File: src/rtl/wb_defs.sv
// Shared Wishbone definitions: FSM state encoding plus default widths and
// the default timeout used by the command master and its timer.
package wb_defs;

  typedef enum logic [1:0] {
    ST_IDLE = 2'd0,
    ST_BUS  = 2'd1,
    ST_RESP = 2'd2
  } wb_state_e;

  localparam int WB_ADR_WIDTH_DEF = 32;
  localparam int WB_DAT_WIDTH_DEF = 32;
  localparam int WB_TIMEOUT_DEF   = 255;
  localparam int WB_TIMER_W       = 16;
  localparam int WB_SEL_W         = 4;

endpackage

File: src/rtl/wb_timeout.sv
// Strobe watchdog: counts bus cycles without ack and flags the cycle in which
// the count would reach the limit, so strobe stays high exactly limit cycles.
module wb_timeout
  import wb_defs::*;
#(
  parameter int timeout_cycles = WB_TIMEOUT_DEF
) (
  input  logic clk,
  input  logic rst,
  input  logic clear_i,
  input  logic enable_i,
  output logic expired_o
);

  localparam logic [WB_TIMER_W-1:0] LAST = WB_TIMER_W'(timeout_cycles - 1);

  logic [WB_TIMER_W-1:0] cnt_q, cnt_d;

  always_comb begin
    cnt_d = cnt_q;
    if (clear_i) begin
      cnt_d = '0;
    end else if (enable_i) begin
      cnt_d = cnt_q + 1'b1;
    end
  end

  always_ff @(posedge clk) begin
    if (rst) begin
      cnt_q <= '0;
    end else begin
      cnt_q <= cnt_d;
    end
  end

  // High during the final permitted strobe cycle; the FSM leaves at this edge.
  assign expired_o = (cnt_q == LAST);

endmodule

File: src/rtl/wb_cmd_master.sv
// Single-outstanding command to Wishbone classic master with strobe timeout.
// Handshake: a transfer happens on a rising edge where valid and ready are both high.
module wb_cmd_master
  import wb_defs::*;
#(
  parameter int wb_adr_width   = WB_ADR_WIDTH_DEF,
  parameter int wb_dat_width   = WB_DAT_WIDTH_DEF,
  parameter int timeout_cycles = WB_TIMEOUT_DEF
) (
  input  logic                    clk,
  input  logic                    rst,
  input  logic                    cmd_valid_i,
  output logic                    cmd_ready_o,
  input  logic                    cmd_we_i,
  input  logic [wb_adr_width-1:0] cmd_adr_i,
  input  logic [wb_dat_width-1:0] cmd_dat_i,
  input  logic [3:0]              cmd_sel_i,
  output logic                    rsp_valid_o,
  input  logic                    rsp_ready_i,
  output logic [wb_dat_width-1:0] rsp_dat_o,
  output logic                    rsp_err_o,
  output logic [wb_adr_width-1:0] wb_adr_o,
  output logic [wb_dat_width-1:0] wb_dat_o,
  output logic                    wb_we_o,
  output logic [3:0]              wb_sel_o,
  output logic                    wb_cyc_o,
  output logic                    wb_stb_o,
  input  logic [wb_dat_width-1:0] wb_dat_i,
  input  logic                    wb_ack_i
);

  wb_state_e               state_q, state_d;
  logic [wb_adr_width-1:0] adr_q, adr_d;
  logic [wb_dat_width-1:0] dat_q, dat_d;
  logic                    we_q, we_d;
  logic [3:0]              sel_q, sel_d;
  logic [wb_dat_width-1:0] rsp_dat_q, rsp_dat_d;
  logic                    rsp_err_q, rsp_err_d;
  logic                    tmr_clear, tmr_enable, tmr_expired;

  wb_timeout #(.timeout_cycles(timeout_cycles)) u_timeout (
    .clk       (clk),
    .rst       (rst),
    .clear_i   (tmr_clear),
    .enable_i  (tmr_enable),
    .expired_o (tmr_expired)
  );

  always_comb begin
    state_d    = state_q;
    adr_d      = adr_q;
    dat_d      = dat_q;
    we_d       = we_q;
    sel_d      = sel_q;
    rsp_dat_d  = rsp_dat_q;
    rsp_err_d  = rsp_err_q;
    tmr_clear  = 1'b0;
    tmr_enable = 1'b0;
    case (state_q)
      ST_IDLE: begin
        if (cmd_valid_i) begin
          adr_d     = cmd_adr_i;
          dat_d     = cmd_dat_i;
          we_d      = cmd_we_i;
          sel_d     = cmd_sel_i;
          tmr_clear = 1'b1;
          state_d   = ST_BUS;
        end
      end
      ST_BUS: begin
        // Ack is checked first so it wins over a simultaneous timeout.
        if (wb_ack_i) begin
          rsp_dat_d = we_q ? '0 : wb_dat_i;
          rsp_err_d = 1'b0;
          state_d   = ST_RESP;
        end else begin
          tmr_enable = 1'b1;
          if (tmr_expired) begin
            rsp_dat_d = '0;
            rsp_err_d = 1'b1;
            state_d   = ST_RESP;
          end
        end
      end
      ST_RESP: begin
        if (rsp_ready_i) begin
          state_d = ST_IDLE;
        end
      end
      default: state_d = ST_IDLE;
    endcase
  end

  always_ff @(posedge clk) begin
    if (rst) begin
      state_q   <= ST_IDLE;
      adr_q     <= '0;
      dat_q     <= '0;
      we_q      <= 1'b0;
      sel_q     <= '0;
      rsp_dat_q <= '0;
      rsp_err_q <= 1'b0;
    end else begin
      state_q   <= state_d;
      adr_q     <= adr_d;
      dat_q     <= dat_d;
      we_q      <= we_d;
      sel_q     <= sel_d;
      rsp_dat_q <= rsp_dat_d;
      rsp_err_q <= rsp_err_d;
    end
  end

  assign cmd_ready_o = (state_q == ST_IDLE);
  assign rsp_valid_o = (state_q == ST_RESP);
  assign rsp_dat_o   = rsp_dat_q;
  assign rsp_err_o   = rsp_err_q;
  assign wb_cyc_o    = (state_q == ST_BUS);
  assign wb_stb_o    = (state_q == ST_BUS);
  assign wb_adr_o    = adr_q;
  assign wb_dat_o    = dat_q;
  assign wb_we_o     = we_q;
  assign wb_sel_o    = sel_q;

endmodule

File: config.mk
export PLATFORM = sky130hd
export DESIGN_NAME = wb_cmd_master
export DESIGN_NICKNAME = d
export VERILOG_FILES = /design/src/rtl/wb_defs.sv /design/src/rtl/wb_timeout.sv /design/src/rtl/wb_cmd_master.sv
export SDC_FILE = /design/constraint.sdc
export NUM_CORES = 1
export LEC_CHECK = 0
export BUFFER_PORTS_ARGS = -buffer_cell sky130_fd_sc_hd__buf_2
export CAP_MARGIN = 20
export CORE_ASPECT_RATIO = 1.25
export CORE_MARGIN = 2
export CORE_UTILIZATION = 42
export CTS_BUF_LIST = sky130_fd_sc_hd__clkbuf_16
export CTS_CLUSTER_DIAMETER = 150
export DETAILED_ROUTE_END_ITERATION = 10
export PLACE_DENSITY = 0.85
export SYNTH_ARGS = -nofsm -noshare
export SYNTH_HDL_FRONTEND = slang
export SYNTH_HIERARCHICAL = 1
export SYNTH_SLANG_ARGS = --single-unit
File: constraint.sdc
create_clock -name clk -period 2.1 [get_ports clk]
set_input_delay 0.42 -clock clk [delete_from_list [all_inputs] [get_ports clk]]
set_output_delay 0.42 -clock clk [all_outputs]
set_load 0.02 [all_outputs]
==> reports/metrics.cfg <==
[power]
p_sw_w = 0.00153
netSwitchingFraction_pct = 25.3
p_seq_share_pct = 40.3
powerDensity_mw_per_mm2 = 936
power_frac_comb_pct = 11.3
clock_power_share_pct = 48.3
ir_worst_vdd_v = 0.000705
leakage_nw = 2.83
internal-power_w = 0.00450

[drt]
route.detailed.vias_per_inst = 4.90
drtPass1Iterations = 4
drt-initial-drc-count = 163
topRoutingLayerUsed = met4
wl_met3_um = 859
avgRoutedWirePerCell_um = 13.3
dr_wl_met2_um = 5830
drc = 0
ant_nets = 0
dr_total_vias = 4410
route.final.wire_length_um = 12000
met1_length_um = 5110

[synthesis]
ys_seq_area_share_pct = 50.8
netlist_top_cells_area = sky130_fd_sc_hd__dfxtp_1 (51%), sky130_fd_sc_hd__nand2_1 (11%), sky130_fd_sc_hd__a21oi_1 (6.7%)
synth_fa_ha_area_share_pct = 0.529
synthXorXnorAreaFrac_pct = 2.04
synthSimpleGateAreaFrac_pct = 26.9
ys_seq_elements = 120
synth_compound_area_share_pct = 13.2
yosys.area.top_type = sky130_fd_sc_hd__dfxtp_1
yosys.cell_types.count = 40
mappedNetlistArea_mm2 = 0.00473
synthesis.instances = 555
synth_area_per_cell_um2 = 8.52
synthMuxAreaShare_pct = 0.212
yosysTopAreaCellShare_pct = 50.8
synth_top_family_by_area = simple AND/OR/NAND/NOR gates
synth_warnings = 6
syn_nets = 663

[clock_tree]
cts_inserted_buffers = 17
holdBufCountCts = 0
ctsResizeCount = 0
cts.sinks = 120
clkSlewWorstSetupHoldPaths_ns = 0.06
cts-root-buf = sky130_fd_sc_hd__clkbuf_16
cts_max_path_buffers = 2
clk_latency_ns = 0.40
ctsHtreeMaxLevel = 4
post_cts.repair.setup_buffers = 0
cts_tree = built

[timing]
max_freq_ghz = 0.502
setup_tns_ns = 0
final-hold-violation-count = 0
post-route-min-period_ns = 1.99
grt_setup_unrepaired = no
worst_clock_skew_ns = 0.00648
setup_viol = 0
report.final.slew_viol_count = 0
post-route-period-util_pct = 94.9
worst-slew-pin-transition_ns = 0.724
relSlewSlack_pct = 51.7

[global_routing]
grt_pass1_vias = 4230
grt_overflow = 0
grt_max_degree = 101
antenna_found_initial = 0
grt_first_pass_wirelength_um = 19500
grtUsageTotal_pct = 19.6

[setup_path]
crit_fanout = 38
critical_path_required_time_ns = 1.68
regToRegStartpoint = u_timeout/cnt_q[15]
reg2regPathDepth = 7
crit_path_start = state_q[0]
timing.critical_path.from_type = register
setup.worst_path.end = wb_cyc_o
setup.worst_path.end_class = output port
timing_worst_setup_path_type = register to output port
r2r_setup_slk_ns = 0.23
arrival_ns = 1.57
r2r-end = rsp_dat_o[18]

[placement]
detailedPlacementHpwl_um = 8140
gp_routability_congestion = 0.870
placement.io_buffers = 211
placed_cell_area_mm2 = 0.00583

[final_layout]
design_area_mm2 = 0.00643
ff_latch_area_mm2 = 0.00240
drive_gt1_share_pct = 37.6
n_fill_cell = 999
n_antenna_cell = 0
area_growth_syn_to_layout_pct = 36.1
multi_input_comb_area_mm2 = 0.00204
num-nets-final = 860

[die]
fp-row-count = 43
die-width_um = 98.9
start_util_pct = 42.9
die_height_um = 123
floorplan.core_area_mm2 = 0.0110
fp.dieArea_mm2 = 0.0121
design.portCount = 212

[hold_path]
worstHoldPathType = input port to register
holdCritStartpoint = wb_dat_i[15]

[job]
timing.max_cap.violations = 0

[status]
run_status = finished clean

-- power by group through the flow --
stage	combinational, W	clock [W]	sequential (W)
2_1_floorplan	0.000316	0	0.00260
3_3_place_gp	0.000679	0	0.00247
3_5_place_dp	0.000689	0	0.00248
4_1_cts	0.000691	0.00297	0.00243
5_1_grt	0.000745	0.00307	0.00244
6_report	0.000684	0.00291	0.00243
-- logic make-up after synthesis --
family	count (synthesis)
buffers and inverters	52
and+or+nand+nor	256
AOI/OAI and AO/OA	113
adders and majority gates	2
DFF	120
muxes	1
xor gates and xnor gates	11
-- sequential cells by signal, summed over array words and instances, names as in the netlist --
signal and flops:
wb_sel_o 4, rsp_dat_o 32, wb_dat_o 32, wb_we_o 1
rsp_err_o 1, wb_adr_o 32, u_timeout/cnt_q 16, state_q 2
-- how the worst min path moves through the flow --
| stage | to | depth (start not counted) |
|---|---|---|
| 6_report | rsp_dat_o[15] | 3 |
| 5_1_grt | wb_adr_o[3] | 3 |
| 4_1_cts | rsp_dat_o[15] | 3 |
| 3_5_place_dp | wb_sel_o[2] | 2 |
| 3_3_place_gp | wb_dat_o[9] | 2 |
| 2_1_floorplan | state_q[0] | 1 |
-- worst max-delay path, cell delays in order (launching register included) --
cell	delay, ns
sky130_fd_sc_hd__dfxtp_1	0.38
sky130_fd_sc_hd__nor2b_2	0.18
sky130_fd_sc_hd__buf_4	0.37
sky130_fd_sc_hd__buf_2	0.24
-- cell usage in the layout (no fill, tap or decap), types with 3 or more instances in the layout --
cell type,count
sky130_fd_sc_hd__xnor2_1,8
sky130_fd_sc_hd__o21ai_0,11
sky130_fd_sc_hd__a21oi_1,63
sky130_fd_sc_hd__dfxtp_1,120
sky130_fd_sc_hd__clkbuf_16,17
sky130_fd_sc_hd__inv_1,6
sky130_fd_sc_hd__buf_2,210
sky130_fd_sc_hd__nor2_1,18
sky130_fd_sc_hd__nand4_1,39
sky130_fd_sc_hd__inv_6,3
sky130_fd_sc_hd__nand2_1,133
sky130_fd_sc_hd__clkinv_4,3
sky130_fd_sc_hd__a21oi_2,10
sky130_fd_sc_hd__bufinv_16,3
sky130_fd_sc_hd__nand2_2,10
sky130_fd_sc_hd__buf_4,11
sky130_fd_sc_hd__nand2b_1,32
sky130_fd_sc_hd__o21ai_1,23
sky130_fd_sc_hd__xor2_1,3
sky130_fd_sc_hd__nor4_2,5
sky130_fd_sc_hd__buf_12,3
sky130_fd_sc_hd__clkinvlp_4,4
-- Yosys cell counts --
cell	count
sky130_fd_sc_hd__a211oi_1	2
sky130_fd_sc_hd__a21oi_1	63
sky130_fd_sc_hd__a21oi_2	10
sky130_fd_sc_hd__a22oi_1	1
sky130_fd_sc_hd__a311oi_1	1
sky130_fd_sc_hd__a31o_1	1
sky130_fd_sc_hd__a41o_1	1
sky130_fd_sc_hd__and2_4	1
sky130_fd_sc_hd__buf_1	4
sky130_fd_sc_hd__buf_2	7
sky130_fd_sc_hd__buf_4	1
sky130_fd_sc_hd__buf_6	10
sky130_fd_sc_hd__buf_8	1
sky130_fd_sc_hd__clkbuf_1	21
sky130_fd_sc_hd__clkbuf_2	2
sky130_fd_sc_hd__clkinv_4	1
sky130_fd_sc_hd__dfxtp_1	120
sky130_fd_sc_hd__ha_1	2
sky130_fd_sc_hd__inv_1	5
sky130_fd_sc_hd__mux2i_1	1
sky130_fd_sc_hd__nand2_1	133
sky130_fd_sc_hd__nand2_2	10
sky130_fd_sc_hd__nand2b_1	32
sky130_fd_sc_hd__nand3_1	2
sky130_fd_sc_hd__nand3_2	2
sky130_fd_sc_hd__nand4_1	39
sky130_fd_sc_hd__nor2_1	18
sky130_fd_sc_hd__nor2b_1	3
sky130_fd_sc_hd__nor3_1	2
sky130_fd_sc_hd__nor3_2	2
sky130_fd_sc_hd__nor3b_2	1
sky130_fd_sc_hd__nor4_1	2
sky130_fd_sc_hd__nor4_2	4
sky130_fd_sc_hd__o21ai_0	11
sky130_fd_sc_hd__o21ai_1	23
sky130_fd_sc_hd__or2_1	2
sky130_fd_sc_hd__or3_1	2
sky130_fd_sc_hd__or3b_1	1
sky130_fd_sc_hd__xnor2_1	8
sky130_fd_sc_hd__xor2_1	3
-- area by class of cell --
type	instances	share of cell area, %
clock buffers	17	6.61
repair buffers	224	18.6
clock inverters	15	2.74
flip-flops and latches	120	37.3
multi-input cells	383	31.7
well taps	135	2.63
inverters	6	0.428
-- routing by layer --
layer	track usage [%]	up-vias
met5	0	-
met4	6.51	0
met3	6.38	13
met2	33.2	150
met1	23.4	1995
li1	-	2252
-- through the flow --
stage	worst slack, ns	power (W)	cells	utilization, %	hold WS [ns]
2_1_floorplan	0.0151	0.00292	555	-	0.456
5_1_grt	0.00629	0.00626	900	58.3	0.243
3_5_place_dp	0.210	0.00317	868	52.8	0.443
4_1_cts	0.107	0.00609	900	58.3	0.240
3_3_place_gp	0.234	0.00315	868	52.8	0.438
6_report	0.107	0.00602	900	58.3	0.252
Power figures use the tool's default switching activity.
